File: src/rtl/bounce_shift_register.sv
// bounce_shift_register
//   WIDTH-bit LED pattern register with hold, rotate, end-to-end bounce and
//   parallel load. A built-in prescaler lets the pattern advance once every
//   DIV+1 enabled clock cycles.
//
// Ports
//   CP    in  1      clock, rising edge
//   CR    in  1      synchronous active-low reset
//   EN    in  1      step/prescaler enable (load ignores it)
//   S     in  2      mode: 00 hold, 01 rotate, 10 bounce, 11 load
//   DIV   in  DIV_W  step period minus one, in enabled cycles
//   D     in  WIDTH  parallel load data
//   Q     out WIDTH  pattern register
//   DIR   out 1      1 = shift toward MSB, 0 = toward LSB
//   STEP  out 1      pulse in the cycle Q first shows a shifted value
//   WRAP  out 1      pulse in the cycle DIR first shows a reversed value
module bounce_shift_register #(
  parameter int unsigned WIDTH   = 8,
  parameter int unsigned DIV_W   = 4,
  parameter int unsigned RST_VAL = 1
) (
  input  logic             CP,
  input  logic             CR,
  input  logic             EN,
  input  logic [1:0]       S,
  input  logic [DIV_W-1:0] DIV,
  input  logic [WIDTH-1:0] D,
  output logic [WIDTH-1:0] Q,
  output logic             DIR,
  output logic             STEP,
  output logic             WRAP
);

  localparam logic [1:0] MODE_HOLD   = 2'b00;
  localparam logic [1:0] MODE_ROTATE = 2'b01;
  localparam logic [1:0] MODE_BOUNCE = 2'b10;
  localparam logic [1:0] MODE_LOAD   = 2'b11;

  logic [WIDTH-1:0] q_q, q_d;
  logic             dir_q, dir_d;
  logic [DIV_W-1:0] cnt_q, cnt_d;
  logic             step_q, step_d;
  logic             wrap_q, wrap_d;

  logic [WIDTH-1:0] shifted;
  logic             step_fire;
  logic             at_end;

  // Both directions are rotates so no lit bit is ever lost.
  assign shifted = dir_q ? {q_q[WIDTH-2:0], q_q[WIDTH-1]}
                         : {q_q[0], q_q[WIDTH-1:1]};

  // ">=" rather than "==" so lowering DIV below the running count steps at
  // once instead of waiting for the counter to wrap.
  assign step_fire = (cnt_q >= DIV);

  // The pattern has reached the end it is travelling toward.
  assign at_end = dir_q ? shifted[WIDTH-1] : shifted[0];

  always_comb begin
    q_d    = q_q;
    dir_d  = dir_q;
    cnt_d  = cnt_q;
    step_d = 1'b0;
    wrap_d = 1'b0;

    unique case (S)
      MODE_LOAD: begin
        q_d   = D;
        cnt_d = '0;
        dir_d = 1'b1;
      end
      MODE_ROTATE, MODE_BOUNCE: begin
        if (EN) begin
          if (step_fire) begin
            cnt_d  = '0;
            q_d    = shifted;
            step_d = 1'b1;
            // Reverse on the same edge the end LED lights, so it is shown
            // for exactly one step period before the pattern heads back.
            if (S == MODE_BOUNCE && at_end) begin
              dir_d  = ~dir_q;
              wrap_d = 1'b1;
            end
          end else begin
            cnt_d = cnt_q + 1'b1;
          end
        end
      end
      MODE_HOLD: begin
      end
      default: begin
      end
    endcase
  end

  always_ff @(posedge CP) begin
    if (!CR) begin
      q_q    <= WIDTH'(RST_VAL);
      dir_q  <= 1'b1;
      cnt_q  <= '0;
      step_q <= 1'b0;
      wrap_q <= 1'b0;
    end else begin
      q_q    <= q_d;
      dir_q  <= dir_d;
      cnt_q  <= cnt_d;
      step_q <= step_d;
      wrap_q <= wrap_d;
    end
  end

  assign Q    = q_q;
  assign DIR  = dir_q;
  assign STEP = step_q;
  assign WRAP = wrap_q;

endmodule

File: config.mk
export PLATFORM = sky130hd
export DESIGN_NAME = bounce_shift_register
export DESIGN_NICKNAME = d
export VERILOG_FILES = /design/src/rtl/bounce_shift_register.sv
export SDC_FILE = /design/constraint.sdc
export NUM_CORES = 1
export LEC_CHECK = 0
export BUFFER_PORTS_ARGS = -buffer_cell sky130_fd_sc_hd__buf_2
export CORE_ASPECT_RATIO = 0.7
export CORE_UTILIZATION = 45
export DETAILED_ROUTE_END_ITERATION = 7
export HOLD_SLACK_MARGIN = 0.08
export PLACE_DENSITY = 0.81
export SYNTH_ARGS = -nofsm -noshare
export SYNTH_HDL_FRONTEND = slang
export SYNTH_SLANG_ARGS = --single-unit
File: constraint.sdc
create_clock -name CP -period 2.1 [get_ports CP]
set_clock_uncertainty 0.05 [all_clocks]
set_input_delay 0.105 -clock CP [delete_from_list [all_inputs] [get_ports CP]]
set_output_delay 0.105 -clock CP [all_outputs]
set_load 0.005 [all_outputs]
==> results of run 1 <==
[cell type report]
class                           count  area [sq um]  share of cell area
Clock buffer                        4          26.3              0.0236
Multi-Input combinational cell     83           576               0.517
Sequential cell                    15           300               0.270
Timing Repair Buffer               31           165               0.148
Inverter                            5          18.8              0.0169
Tap cell                           22          27.5              0.0247
[stage by stage]
step                std cells  total power (uW)  hold WS [ps]  worst slack (ps)
finish                    160               607          78.9               216
global route              160               647          85.2              79.7
CTS                       160               611          80.8               200
detailed placement        156               443           388               218
global placement          156               437           364               360
floorplan                 111               416           253               458
[cells in the mapped netlist (2+ instances only)]
cell      count  area share
a21oi_1       4       0.020
a221oi_1      2       0.018
and3_1        4       0.025
buf_6         2       0.023
clkbuf_8      3       0.042
dfxtp_1      15        0.30
ha_1          7       0.089
inv_1         5       0.019
mux2_2        2       0.023
mux2i_1       8       0.081
nand2_1      17       0.065
nor2_1        4       0.015
o211ai_1      8       0.061
o21ai_0      11       0.056
o21ai_1       2       0.010
o21ai_2       5       0.044
xor2_1        2       0.018
[cells by family (layout without fill, tap and decap cells)]
group	Yosys count	in the layout	synth area share
XOR/XNOR	3	3	0.0267
flip-flops	15	15	0.305
AND/OR/NAND/NOR	29	29	0.135
AO/OA/AOI/OAI	34	34	0.230
adder cells (fa/ha/maj)	7	7	0.0888
buffers and inverters	13	40	0.112
multiplexers	10	10	0.104
[final timing paths]
path	cells after the start	to
worst min register to register	2	cnt_q[1]$_SDFFE_PN0P_
worst min-delay path	3	Q[0]$_SDFFE_PN1P_
worst max-delay path	6	Q[0]$_SDFFE_PN1P_
worst max register to register	6	Q[0]$_SDFFE_PN1P_
[worst max-delay path, cell delays in order, from the launching register on]
cell and delay, ps:
dfxtp_1 400, inv_1 60, ha_1 270, nor3b_1 290, o21a_1 220, or2_1 360
o211ai_2 130
[routing by layer]
metal	up-vias	global-route usage	share of wire
li1	453	-	-
met5	-	0	0
met2	27	0.365	0.46
met1	420	0.230	0.48
met3	4	0.0694	0.051
met4	0	0.0714	0.0090
[sequential cells by signal (all words and copies together) (netlist names)]
name,cells
Q,8
cnt_q,4
DIR,1
STEP,1
WRAP,1
[layout by cell type (no fill, tap or decap), drive strengths merged]
master  Yosys  routed
clkbuf      3       4
o21a        1       1
mux2i       8       8
nand4       1       1
ha          7       7
and2b       1       1
o211ai      9       9
xor2        2       2
a221oi      2       2
and3        4       4
nor3b       1       1
xnor2       1       1
a21oi       4       4
dfxtp      15      15
buf         5      31
o21ai      18      18
mux2        2       2
or2         1       1
nor2        4       4
inv         5       5
nand2      17      17
[power breakdown]
part / switching [uW] / total [uW] / internal, uW
combinational: 74.3 / 131 / 56.7
clock: 95.2 / 169 / 74.0
sequential: 11.9 / 307 / 295
total: 181 / 607 / 425
==> results.md, run 1 <==
* Die area at ~2400 sq um
* Leakage power at approximately 0.00057 uW
* Hold Crit Start: D[0]
* Number of global-route vias before repair at ~870
* Design area at approximately 1100 sq um
* CP endpoint kind: register
* Fillers at ~180
* Tightest Hold Check Type: input pin to register
* Yosys cell types at 27
* Antenna Cells at 0
* Post-synth EDFFs at 0
* Syn Inst Count at between 100 and 150
* Clock transition at the registers of the reported paths at 90 ps
* Vias at between 900 and 1,000
* #FFs+latches synth at 15
* Synth Net Count at ~140
* DP Area at 1090 sq um
* Setup TNS at 0 ps
* Final setup viols at 0
* Post-layout utilization of the core at 0.571
* Worst r2r src: cnt_q[0]$_SDFFE_PN0P_
* WP data required at 2220 ps
* Worst slew pin tran at slightly above 500 ps
* Root Buffer Master: clkbuf_4
* GRT Resource Usage Total at 0.202
* Clk sinks at 15
* Outcome: complete, but fails checks
* Synthesized area at approximately 990 sq um
* Top-Level Pins at 28
* Sequential share of the synthesized area at 0.305
* Standard-cell row count at 13
* Fin nets at about 160
* H-tree levels at 1
* Yosys warns at 0
* Internal reg-to-reg setup slack at between 200 and 250 ps
* Max-cap violations at 0
* DR vias/cell at between 5 and 6
* RSZ-0062 raised after global routing: false
* Violated checks: DRC
* Synth Flop Type: dfxtp_1
* Setup Crit Path Kind: register to register
* 1st-iter DRT viols at 11
* # resized after CTS at 0
* Core area at 1950 sq um
* Initial Util at 0.505
* Gr ovfl total at 0
* Worst Setup SP: cnt_q[0]$_SDFFE_PN0P_
* CTS Hold Buffers Added at 0
* Pre-antenna DRT Iters at 6
* Routed WL at 2.10 mm
* Routability Congestion at 0.816
* Height of the die at between 40 and 50 um
* Routed len/inst at about 13 um
* Clk_lat worst skew at 290 ps
* Pins Over Slew Limit at 0
* Pwr Density at between 500 and 600 nW/um^2
* WP data arrival at ~2000 ps
* Fin. Hold Viols at 0
* Max Freq at between 500 and 600 MHz
* Final period util at 0.897
* Relative slew slack at 0.659
* Area grow syn2layout at 12.9%
* Clock Path Buffers at 2
* Port buffer count at 27
* Ys async rst share at 0
* Post-DRT Antenna Nets at 0
* Layout cells sized above 1 at 0.312
* CTS tree: built
* First-pass GRT wire length at around 3.5 mm
* Post-CTS setup buffers at 0
* Die Width at a little under 60 um
* Initial antenna violation count at 0
* VDD IR-drop max at 0.314 mV
* CP max FO at 8
* Mapped Avg Cell Area at between 8 and 9 sq um
* Startpoint Class: register
* Number of buffers created by CTS at 3
* DRC violations left at 2
* DP HPWL at ~1.6 mm
* Largest net degree at the start of global routing at 19
* Fin crit period at 1880 ps
Note: power is estimated with default switching activity, not from simulation.
==> run 2: changes to the inputs <==
- CELL_PAD_IN_SITES_DETAIL_PLACEMENT: not set -> 1
- CELL_PAD_IN_SITES_GLOBAL_PLACEMENT: not set -> 1
- CORE_UTILIZATION: 45 -> 37
- PLACE_DENSITY: 0.81 -> 0.87
==> run 2 against run 1 <==
Compared with the run above: the flow now finishes without violations; routed wire length increased by 23%; global-route usage decreased by 0.87 points; critical path depth unchanged; worst hold slack improved by 66 ps; combinational power increased by 6%; final area increased by 3.7%; cell count increased by 8.1%; utilization decreased by 11 points; via count decreased by 0.11%; clock power increased by 38%; count of clock-buffer cells in the layout unchanged; worst setup slack got worse by 75 ps.
==> results.md, run 2 (synthesized netlist as in run 1, its figures left out) <==
* Outcome: finished clean (was complete, but fails checks)
* Fin. Hold Viols at 0 (unchanged)
* Clock Path Buffers at 2 (unchanged)
* Number of buffers created by CTS at 3 (unchanged)
* Layout cells sized above 1 at 0.317 (was 0.312)
* Worst path cell trace: inv_1 > ha_1 > nor3b_1 > o21a_1 > or2_1 > o211ai_2 (unchanged)
* Routed WL at 2.58 mm (was 2.10 mm)
* Clk_lat worst skew at 240 ps (was 290 ps)
* Relative slew slack at 0.648 (was 0.659)
* Comb power frac at 0.204 (was 0.216)
* Max reg flops at 8 (unchanged)
* Routed len/inst at 14.9 um (was 13.1 um)
* Fin Hold WS at 145 ps (was 78.9 ps)
* H-tree levels at 1 (unchanged)
* WP data arrival at 2020 ps (was 2010 ps)
* Hold Path Depth at 3 (unchanged)
* Psw at 192 uW (was 181 uW)
* Sequential share of power at 0.451 (was 0.505)
* DRC violations left at 0 (was 2)
* Area grow syn2layout at 17.1% (was 12.9%)
* Max stage delay on crit path at 380 ps (was 400 ps)
* Port buffer count at 27 (unchanged)
* Worst slew pin tran at 522 ps (was 507 ps)
* Largest net degree at the start of global routing at 19 (unchanged)
* Tightest Hold Check Type: input pin to register (unchanged)
* Pins Over Slew Limit at 0 (unchanged)
* Pwr Density at 589 nW/um^2 (was 545 nW/um^2)
* Setup Crit Path Kind: register to register (unchanged)
* Fin nets at 164 (was 163)
* CTS tree: built (unchanged)
* RSZ-0062 raised after global routing: false (unchanged)
* Die area at 2880 sq um (was 2390 sq um)
* Top-Level Pins at 28 (unchanged)
* CP max FO at 8 (unchanged)
* Antenna Cells at 0 (unchanged)
* CP endpoint kind: register (unchanged)
* R2R depth at 6 (unchanged)
* Clock transition at the registers of the reported paths at 60 ps (was 90 ps)
* Standard-cell row count at 15 (was 13)
* Internal power at 488 uW (was 425 uW)
* DP HPWL at 1.99 mm (was 1.62 mm)
* RR Endpoint: Q[0]$_SDFFE_PN1P_ (unchanged)
* Vias at 903 (was 904)
* Crit path to: Q[0]$_SDFFE_PN1P_ (unchanged)
* Internal reg-to-reg setup slack at 140 ps (was 220 ps)
* Startpoint Class: register (unchanged)
* Max Freq at 511 MHz (was 531 MHz)
* Number of global-route vias before repair at 891 (was 869)
* WP data required at 2160 ps (was 2220 ps)
* Leakage power at 0.000582 uW (was 0.000570 uW)
* First-pass GRT wire length at 4.22 mm (was 3.53 mm)
* Worst Setup SP: cnt_q[0]$_SDFFE_PN0P_ (unchanged)
* Core area at 2500 sq um (was 1950 sq um)
* Post-DRT Antenna Nets at 0 (unchanged)
* 1st-iter DRT viols at 28 (was 11)
* VDD IR-drop max at 0.318 mV (was 0.314 mV)
* Final period util at 0.933 (was 0.897)
* Root Buffer Master: clkbuf_8 (was clkbuf_4)
* Gr ovfl total at 0 (unchanged)
* DR vias/cell at 5.22 (was 5.65)
* Max-cap violations at 0 (unchanged)
* Clk network pwr share at 0.344 (was 0.279)
* Most common cell after layout, fill and taps aside: buf_2 (unchanged)
* Initial Util at 0.395 (was 0.505)
* Commonest cells after routing, fill and taps aside: 27 x buf_2, 17 x nand2_1, 15 x dfxtp_1 (unchanged)
* CTS Hold Buffers Added at 0 (unchanged)
* Initial antenna violation count at 0 (unchanged)
* GRT Resource Usage Total at 0.193 (was 0.202)
* Routability Congestion at 0.739 (was 0.816)
* Clk sinks at 15 (unchanged)
* Pre-antenna DRT Iters at 4 (was 6)
* Die Width at 63.7 um (was 57.9 um)
* Sw Ratio at 0.282 (was 0.299)
* Final setup viols at 0 (unchanged)
* Post-CTS setup buffers at 0 (unchanged)
* # resized after CTS at 0 (unchanged)
* Worst path slowest cell: dfxtp_1 (unchanged)
* Fin crit period at 1960 ps (was 1880 ps)
* Worst r2r src: cnt_q[0]$_SDFFE_PN0P_ (unchanged)
* Setup TNS at 0 ps (unchanged)
* Height of the die at 45.2 um (was 41.2 um)
[run 2: cell types whose count changed in the layout (fill, tap and decap cells not counted)]
cell	change
clkbuf_8	+3
buf_4	+1
clkbuf_4	-3
[run 2: power by group through the flow]
stage               Combinational [uW]  Clock [uW]  Sequential, uW
global route                       155         254             308
detailed placement                 136           0             313
finish                             139         234             307
global placement                   129           0             313
floorplan                          106           0             311
CTS                                139         235             307
[run 2: how the worst min path moves through the flow]
stage | start | end | slack (ps)
floorplan | D[0] | Q[0]$_SDFFE_PN1P_ | 250
global placement | D[0] | Q[0]$_SDFFE_PN1P_ | 360
detailed placement | D[0] | Q[0]$_SDFFE_PN1P_ | 390
CTS | D[0] | Q[0]$_SDFFE_PN1P_ | 140
global route | D[0] | Q[0]$_SDFFE_PN1P_ | 160
finish | D[0] | Q[0]$_SDFFE_PN1P_ | 140
[run 2: metrics by stage]
stage | instance area, sq um | power (uW) | instances | setup slack [ps] | utilization
after detailed placement | 1110 | 450 | 169 | 213 | 0.445
after CTS | 1150 | 682 | 173 | 148 | 0.463
after global placement | 1110 | 441 | 169 | 332 | 0.445
after floorplan | 986 | 416 | 111 | 458 | -
final | 1150 | 680 | 173 | 141 | 0.463
after global routing | 1150 | 717 | 173 | 48.9 | 0.463
[run 2: metal layers]
layer  up-vias  GRT usage  routed length, um
met5         -          0                  0
met4         0     0.0455                  0
met3         0     0.0480                 92
met2        24      0.349               1260
met1       431      0.234               1230
li1        448          -                  -
[run 2: worst max-delay path, delay by kind of cell (launching register included)]
kind	cells	cell delay [ps]
AO/OA/AOI/OAI	2	370
AND/OR/NAND/NOR	2	700
buffers and inverters	1	60
flip-flops	1	380
adder cells (fa/ha/maj)	1	270
[run 2: cell type report]
| class | count | area (sq um) |
|---|---|---|
| clock buffers | 4 | 45.0 |
| repair buffers | 32 | 173 |
| inverters | 5 | 18.8 |
| multi-input cells | 83 | 576 |
| well taps | 34 | 42.5 |
| fillers | 309 | 1340 |
| flip-flops and latches | 15 | 300 |
